## config.mk

```make
export PLATFORM = sky130hd
export DESIGN_NAME = rectifier
export DESIGN_NICKNAME = d
export VERILOG_FILES = /design/src/rtl/rectifier.sv
export SDC_FILE = /design/constraint.sdc
export NUM_CORES = 1
export LEC_CHECK = 0
export CORE_MARGIN = 3
export CORE_UTILIZATION = 30
export CTS_CLUSTER_DIAMETER = 100
export DETAILED_ROUTE_END_ITERATION = 16
export GPL_TIMING_DRIVEN = 0
export HOLD_SLACK_MARGIN = 0.03
export PLACE_DENSITY_LB_ADDON = 0.08
export SLEW_MARGIN = 20
export SYNTH_ARGS = -nofsm -noshare
export SYNTH_HDL_FRONTEND = slang
export SYNTH_SLANG_ARGS = --single-unit
```

## constraint.sdc

```tcl
create_clock -name clock -period 2.98 [get_ports clock]
set_input_delay 0.447 -clock clock [delete_from_list [all_inputs] [get_ports clock]]
set_output_delay 0.447 -clock clock [all_outputs]
set_load 0.01 [all_outputs]
```

## src/rtl/rectifier.sv

```systemverilog
// rectifier: activation stage that sits directly after the product neuron.
//
// Forward path: takes the product's signed Q8.8 result and applies a
// saturating rectifier. It outputs an unsigned Q0.8 activation that the next
// layer can use as a product argument. Negative inputs give 0x00. Inputs
// above 0x00ff give 0xff.
//
// Backward path: every training forward pushes its derivative bit into a
// small FIFO. Each incoming error pops one bit in FIFO order. The error is
// passed through unchanged when that bit is 1, and replaced by zero when it
// is 0.
//
// Ports:
//   clock, reset          rising-edge clock, asynchronous active-low reset
//   train                 capture derivative bits on forward handshakes
//   argument_*            forward input,  16-bit signed Q8.8 (valid/ready)
//   result_*              forward output, 8-bit unsigned Q0.8 (valid/ready)
//   error_*               backward input, 16-bit signed Q8.8 (valid/ready)
//   propagate_*           backward output, 16-bit gated error (valid/ready)
module rectifier #(
  parameter int D = 4
) (
  input  logic        clock,
  input  logic        reset,
  input  logic        train,
  input  logic        argument_valid,
  output logic        argument_ready,
  input  logic [15:0] argument_data,
  output logic        result_valid,
  input  logic        result_ready,
  output logic [7:0]  result_data,
  input  logic        error_valid,
  output logic        error_ready,
  input  logic [15:0] error_data,
  output logic        propagate_valid,
  input  logic        propagate_ready,
  output logic [15:0] propagate_data
);

  localparam int AW = (D > 1) ? $clog2(D) : 1;
  typedef logic [AW-1:0] ptr_t;
  typedef logic [AW:0]   count_t;

  logic         result_valid_q, result_valid_d;
  logic [7:0]   result_data_q, result_data_d;
  logic         propagate_valid_q, propagate_valid_d;
  logic [15:0]  propagate_data_q, propagate_data_d;
  ptr_t         wr_ptr_q, wr_ptr_d, rd_ptr_q, rd_ptr_d;
  count_t       count_q, count_d;
  logic [D-1:0] deriv_q, deriv_d;

  logic       neg, sat, deriv_bit;
  logic [7:0] act;
  logic       full, empty;
  logic       arg_fire, err_fire, push, pop;

  // The sign bit marks a negative input. Any set bit in [14:8] of a
  // non-negative input means the value is above 0x00ff.
  assign neg       = argument_data[15];
  assign sat       = !neg && (argument_data[14:8] != 7'd0);
  assign deriv_bit = !neg && !sat;
  assign act       = neg ? 8'h00 : (sat ? 8'hff : argument_data[7:0]);

  // D is a power of two and count never exceeds D, so the count's top bit
  // is set exactly when the queue is full.
  assign full  = count_q[AW];
  assign empty = (count_q == '0);

  assign argument_ready = (!result_valid_q || result_ready) && !(train && full);
  assign error_ready    = (!propagate_valid_q || propagate_ready) && !empty;

  assign arg_fire = argument_valid && argument_ready;
  assign err_fire = error_valid && error_ready;
  assign push     = arg_fire && train;
  assign pop      = err_fire;

  always_comb begin
    result_valid_d    = result_valid_q;
    result_data_d     = result_data_q;
    propagate_valid_d = propagate_valid_q;
    propagate_data_d  = propagate_data_q;
    wr_ptr_d          = wr_ptr_q;
    rd_ptr_d          = rd_ptr_q;
    count_d           = count_q;
    deriv_d           = deriv_q;

    if (arg_fire) begin
      result_valid_d = 1'b1;
      result_data_d  = act;
    end else if (result_ready) begin
      result_valid_d = 1'b0;
    end

    if (err_fire) begin
      propagate_valid_d = 1'b1;
      propagate_data_d  = deriv_q[rd_ptr_q] ? error_data : 16'h0000;
    end else if (propagate_ready) begin
      propagate_valid_d = 1'b0;
    end

    if (push) begin
      deriv_d[wr_ptr_q] = deriv_bit;
      wr_ptr_d          = wr_ptr_q + ptr_t'(1);
    end
    if (pop) begin
      rd_ptr_d = rd_ptr_q + ptr_t'(1);
    end

    case ({push, pop})
      2'b10:   count_d = count_q + count_t'(1);
      2'b01:   count_d = count_q - count_t'(1);
      default: count_d = count_q;
    endcase
  end

  always_ff @(posedge clock or negedge reset) begin
    if (!reset) begin
      result_valid_q    <= 1'b0;
      result_data_q     <= 8'h00;
      propagate_valid_q <= 1'b0;
      propagate_data_q  <= 16'h0000;
      wr_ptr_q          <= '0;
      rd_ptr_q          <= '0;
      count_q           <= '0;
      deriv_q           <= '0;
    end else begin
      result_valid_q    <= result_valid_d;
      result_data_q     <= result_data_d;
      propagate_valid_q <= propagate_valid_d;
      propagate_data_q  <= propagate_data_d;
      wr_ptr_q          <= wr_ptr_d;
      rd_ptr_q          <= rd_ptr_d;
      count_q           <= count_d;
      deriv_q           <= deriv_d;
    end
  end

  assign result_valid    = result_valid_q;
  assign result_data     = result_data_q;
  assign propagate_valid = propagate_valid_q;
  assign propagate_data  = propagate_data_q;

endmodule

```

==> results of run 1 <==
flip-flops by register name (all words and copies together) (netlist names):
signal           flops
propagate_data      16
wr_ptr_q             2
deriv_q              4
result_data          8
result_valid         1
rd_ptr_q             2
propagate_valid      1
count_q              3
path summary, 6_finish.rpt:
| kind | from | to | slack [ns] | depth (start not counted) |
|---|---|---|---|---|
| worst max-delay path | propagate_ready | count_q[2] | 0.56 | 11 |
| worst min-delay path | reset | propagate_data[15] | 0.12 | 1 |
| worst max register to register | propagate_valid | count_q[2] | 0.81 | 10 |
| worst min register to register | rd_ptr_q[1] | rd_ptr_q[1] | 0.49 | 1 |
| max in group asynchronous | reset | count_q[2] | 2.39 | 2 |
| min in group clock | rd_ptr_q[1] | rd_ptr_q[1] | 0.49 | 1 |
per-stage QoR:
| step | setup WS [ns] | instances | total power, mW |
|---|---|---|---|
| 2_1_floorplan | 0.905 | 153 | 0.993 |
| 3_3_place_gp | 0.290 | 291 | 1.23 |
| 3_5_place_dp | 0.262 | 292 | 1.26 |
| 4_1_cts | 0.557 | 300 | 1.72 |
| 5_1_grt | 0.407 | 300 | 1.80 |
| 6_report | 0.557 | 300 | 1.68 |
layout make-up:
| cell class | count | area (um2) | share of cell area [%] |
|---|---|---|---|
| clock buffers | 7 | 86.3 | 3.25 |
| clock inverters | 1 | 30.0 | 1.13 |
| multi-input cells | 89 | 703 | 26.4 |
| inverters | 22 | 85.1 | 3.20 |
| plain buffers | 5 | 55.1 | 2.07 |
| repair buffers | 67 | 683 | 25.7 |
| well taps | 72 | 90.1 | 3.39 |
| flip-flops and latches | 37 | 926 | 34.8 |
cells in the final DEF (no fill, tap or decap), types with 2 or more instances in the layout:
cell type / netlist / layout
xnor2_1: 4 / 4
nand2b_1: 2 / 2
mux2_1: 4 / 4
dfrtp_1: 37 / 37
and2_1: 2 / 2
clkbuf_8: 2 / 8
ha_1: 5 / 5
mux2i_1: 17 / 17
nand3_1: 5 / 5
buf_2: 1 / 2
xor2_1: 2 / 2
clkdlybuf4s50_1: 0 / 65
o2bb2ai_1: 8 / 8
nand2_1: 20 / 20
inv_1: 21 / 21
buf_6: 2 / 2
nor3_1: 8 / 8
logic make-up after synthesis:
group                      after synthesis  synth area share, %
DFF                                     37                 52.3
muxes                                   23                 14.1
adders and majority gates                6                 4.67
AOI/OAI and AO/OA                        8                 3.96
and+or+nand+nor                         46                 14.1
buffers and inverters                   27                 7.92
xor gates and xnor gates                 6                 2.97
critical path, cell delays in order:
cell	delay [ns]
clkdlybuf4s50_1	0.44
nand2b_1	0.18
nand3_2	0.15
inv_4	0.16
buf_6	0.19
ha_1	0.20
inv_1	0.06
fa_1	0.37
xor2_1	0.15
nor2_1	0.11
xor2_1	0.16
report_power, final:
part,switching (mW),internal (mW),total [mW]
combinational,0.240,0.317,0.557
clock,0.174,0.273,0.447
sequential,0.0750,0.603,0.678
total,0.489,1.19,1.68
per-layer routing:
| layer | global-route usage (%) | vias to the layer above | routed length (um) |
|---|---|---|---|
| met5 | 0 | - | 0 |
| met4 | 4.41 | 0 | 60 |
| met3 | 3.78 | 7 | 258 |
| met2 | 19.0 | 41 | 1820 |
| met1 | 16.0 | 594 | 1830 |
| li1 | - | 655 | - |
==> impl_metrics.csv, run 1 <==
group,metric,value,unit
global_routing,grt_usage,12.2,%
sta,rsz0062_at_grt,"no",
cts,tritoncts,"yes",
routing,post_drt_wl_per_cell,13.2,um
synthesis,synth_edf_count,0,
final_layout,final_nets,272,
sta,max_freq,413,MHz
floorplanning,ios,67,
place,place_area,2540,um2
sta,slew_violations,0,
sta,period_needed,2.42,ns
cts,htreeDepth,2,
power,power_leakage,1.13,nW
cts,cts_resized,0,
cts,post_cts_buffers,0,
cts,clock_path_buffers,2,
floorplanning,die_area,6860,um2
outcome,status,"complete, no violations",
worst_setup_path,critPathCaptureType,"flop",
synthesis,synth-async-reset-ratio,100,%
synthesis,synth_top_area_cell,"dfrtp_1",
worst_setup_path,startpoint_type,"input pin",
synthesis,postSynthNetCount,198,
power,irDropWorstVdd,0.273,mV
sta,whs,0.121,ns
final_layout,drive_gt1_share,9.65,%
sta,finalSetupTns,0,ns
final_layout,fin_util,47.4,%
place,numPortBuffers,66,
cts,clkTransAtPathRegs,0.07,ns
sta,fin_crit_sh,81.3,%
place,gp_routability_congestion,0.753,
synthesis,ys.flop_type,"dfrtp_1",
worst_setup_path,crit_arrival,2.63,ns
synthesis,synth_cell_types,29,
synthesis,syn_area,1770,um2
sta,setup_viol,0,
synthesis,synth.most_common_cell,"dfrtp_1",
floorplanning,rows,27,
hold_path,min_path_type,"in -> async",
synthesis,synth_top_cells_by_count,"37 x dfrtp_1, 21 x inv_1, 20 x nand2_1",
run,cap_violations,0,
routing,drc,0,
floorplanning,die_w,82.8,um
final_layout,design_area,2660,um2
worst_setup_path,cp_max_fo,10,
sta,maxSlewHeadroom,66.2,%
floorplanning,initial_core_util,31.5,%
final_layout,antennaDiodeCount,0,
routing,final_antenna_net_count,0,
routing,totalWireLength,3970,um
synthesis,postSynthAreaPerCell,11.6,um2
synthesis,synthCells,153,
cts,cts_sinks,37,
routing,first_pass_iters,4,
floorplanning,coreArea,5610,um2
global_routing,grt_max_degree,21,
cts,cts-buffers-inserted,5,
global_routing,grt_pass1_wl,6280,um
place,post-dp-hpwl,3040,um
cts,cts_root_buf,"clkbuf_8",
worst_setup_path,path_class,"in -> reg",
global_routing,antenna_found_initial,0,
synthesis,synthTopCellsByArea,"dfrtp_1 52%, mux2i_1 9.6%, inv_1 4.5%",
floorplanning,fp.dieH,82.8,um
synthesis,yosysWarningCount,0,
synthesis,yosysSeqAreaShare,52.3,%
routing,vias,1297,
sta,fin_skew,0.00951,ns
cts,holdBufCountCts,0,
final_layout,fill_cells,544,
synthesis,ys_ff_latch,37,
sta,tightestPinTransition,0.508,ns
routing,viasPerCell,4.32,
power,pwr_density_cell,633,nW/um2
cts,clk_latency,0.29,ns
worst_setup_path,required,3.18,ns
sta,hold_viol_final,0,
routing,drt_iter0_drc,28,
global_routing,first_global_vias,1318,
global_routing,overflow,0,
final_layout,area_delta_synth_final,50.3,%
synthesis,synth_top_area_share,52.3,%
No activity file was read; power rests on OpenSTA's default activity.
==> inputs of run 2 (changes only) <==
Clock period 2.98 ns to 2.1 ns, I/O delays scaled along.
==> impl_metrics.csv, run 2 (synthesized netlist as in run 1, its figures left out) <==
group,metric,value,unit
power,pwr_density_cell,895,nW/um2
final_layout,fill_cells,539,
cts,cts-buffers-inserted,5,
cts,cts_root_buf,"clkbuf_8",
floorplanning,fp.dieH,82.8,um
sta,rsz0062_at_grt,"no",
global_routing,overflow,0,
worst_setup_path,critPathCaptureType,"output port",
cts,clock_path_buffers,2,
final_layout,drive_gt1_share,11.3,%
sta,hold_viol_final,0,
final_layout,antennaDiodeCount,0,
worst_setup_path,path_depth,3,
floorplanning,rows,27,
routing,drc,0,
sta,maxSlewHeadroom,66.0,%
routing,totalWireLength,3990,um
global_routing,grt_pass1_wl,6300,um
place,post-place-cells,292,
sta,period_needed,2.01,ns
outcome,status,"complete, no violations",
sta,fin_skew,0.00907,ns
global_routing,grt_max_degree,21,
worst_setup_path,cp_top_family,"simple AND/OR/NAND/NOR gates",
final_layout,multiInputGateArea,716,um2
final_layout,final_cell_mix,"65 x clkdlybuf4s50_1, 37 x dfrtp_1, 21 x inv_1, 19 x nand2_1, 17 x mux2i_1",
sta,slew_violations,0,
worst_setup_path,path_class,"reg -> out",
global_routing,grt_usage,12.3,%
routing,drt_iter0_drc,26,
routing,viasPerCell,4.34,
sta,setup_viol,0,
floorplanning,die_w,82.8,um
worst_setup_path,crit_arrival,1.69,ns
place,post-dp-hpwl,3040,um
sta,tightestPinTransition,0.510,ns
routing,first_pass_iters,4,
hold_path,min_path_type,"reg -> reg",
final_layout,area_delta_synth_final,51.9,%
worst_setup_path,crit_path_max_incr_delay,0.47,ns
cts,clkTransAtPathRegs,0.06,ns
sta,max_freq,498,MHz
run,cap_violations,0,
global_routing,first_global_vias,1323,
worst_setup_path,r2r_cells,9,
final_layout,finalNonFillerCells,302,
floorplanning,coreArea,5610,um2
worst_setup_path,rrSetupSlack,0.21,ns
routing,post_drt_wl_per_cell,13.2,um
worst_setup_path,cp_cell_sequence,"or3_4 -> and2_1 -> clkdlybuf4s50_1",
place,numPortBuffers,66,
worst_setup_path,required,1.78,ns
worst_setup_path,critPathSlowestCell,"clkdlybuf4s50_1",
floorplanning,ios,67,
power,irDropWorstVdd,0.389,mV
global_routing,antenna_found_initial,0,
final_layout,largest_register_ffs,16,
final_layout,layout_commonest_cell,"clkdlybuf4s50_1",
routing,vias,1311,
worst_setup_path,crit_buf_inv,1,
cts,tritoncts,"yes",
sta,fin_crit_sh,95.6,%
worst_setup_path,cp_max_fo,3,
place,gp_routability_congestion,0.753,
floorplanning,initial_core_util,31.5,%
sta,finalSetupTns,0,ns
final_layout,final_nets,274,
cts,htreeDepth,2,
floorplanning,die_area,6860,um2
power,power_leakage,1.15,nW
routing,final_antenna_net_count,0,
worst_setup_path,startpoint_type,"flop",
final_layout,regArea,926,um2
cts,cts_sinks,37,
hold_path,hold_depth,1,
cts,clk_latency,0.29,ns
-- run 2: changes by cell type in the layout (fill, tap and decap cells not counted), sizes merged --
cell and delta:
inv -1, clkinv +1, dlygate4sd3 +1, buf +1
-- run 2: cell type report --
type | count | area share (%)
Sequential cell | 37 | 34.5
Multi-Input combinational cell | 89 | 26.6
Timing Repair Buffer | 70 | 26.4
Tap cell | 72 | 3.35
Inverter | 22 | 3.26
Clock buffer | 7 | 3.21
Buffer | 4 | 1.63
Clock inverter | 1 | 1.12
-- run 2: path summary, 6_finish.rpt --
| kind | startpoint | end |
|---|---|---|
| setup / recovery | count_q[0] | error_ready |
| hold / removal | rd_ptr_q[1] | rd_ptr_q[1] |
| setup reg to reg | count_q[0] | count_q[2] |
| hold reg to reg | rd_ptr_q[1] | rd_ptr_q[1] |
| max in group asynchronous | reset | count_q[1] |
| min in group asynchronous | reset | propagate_data[15] |
-- run 2: power by group --
part	switching [mW]	internal [mW]	leakage [nW]
clock network	0.248	0.387	0.0585
registers	0.110	0.856	0.484
logic	0.343	0.460	0.604
total	0.701	1.70	1.15
-- run 2: what timing repair did --
| item | 4_1_cts | 5_1_grt |
|---|---|---|
| resized for setup | 1 | 4 |
| hold buffers | 1 | 0 |
| endpoints found under the hold margin | 19 | 0 |
| setup buffers | 1 | 1 |
| endpoints found under the setup margin | 2 | 1 |
| cloned | 0 | 0 |
-- run 2: per-stage QoR --
step           setup slack (ns)  power, mW  hold slack (ns)  instance area (um2)  util (%)
4_1_cts                 0.00105       2.45            0.493                 2670      47.7
6_report                 0.0922       2.40            0.487                 2690      47.9
3_5_place_dp             -0.486       1.78            0.315                 2540      45.3
2_1_floorplan            0.0841       1.41           0.0194                 1770         -
5_1_grt                  0.0144       2.57            0.506                 2690      47.9
3_3_place_gp             -0.458       1.74            0.474                 2520      44.9
-- run 2: worst reg2reg max path, cell delays in order (launching register included) --
cell,delay (ns)
dfrtp_1,0.40
or3_4,0.39
nand3_2,0.14
clkinv_4,0.07
ha_2,0.19
inv_1,0.07
fa_1,0.17
xor2_1,0.15
nor2_1,0.06
xor2_1,0.14
-- run 2: layer usage --
| metal | track usage [%] | vias to the layer above | part of all wire, % |
|---|---|---|---|
| li1 | - | 657 | - |
| met1 | 15.9 | 602 | 45 |
| met2 | 19.3 | 45 | 47 |
| met3 | 3.78 | 7 | 6.6 |
| met4 | 4.41 | 0 | 1.5 |
| met5 | 0 | - | 0 |
==> inputs of run 3 (changes only) <==
Settings changed: SKIP_LAST_GASP set to 1.
==> results of run 3 <==
No change in the layout: final DEF, timing and power equal those of run 2.
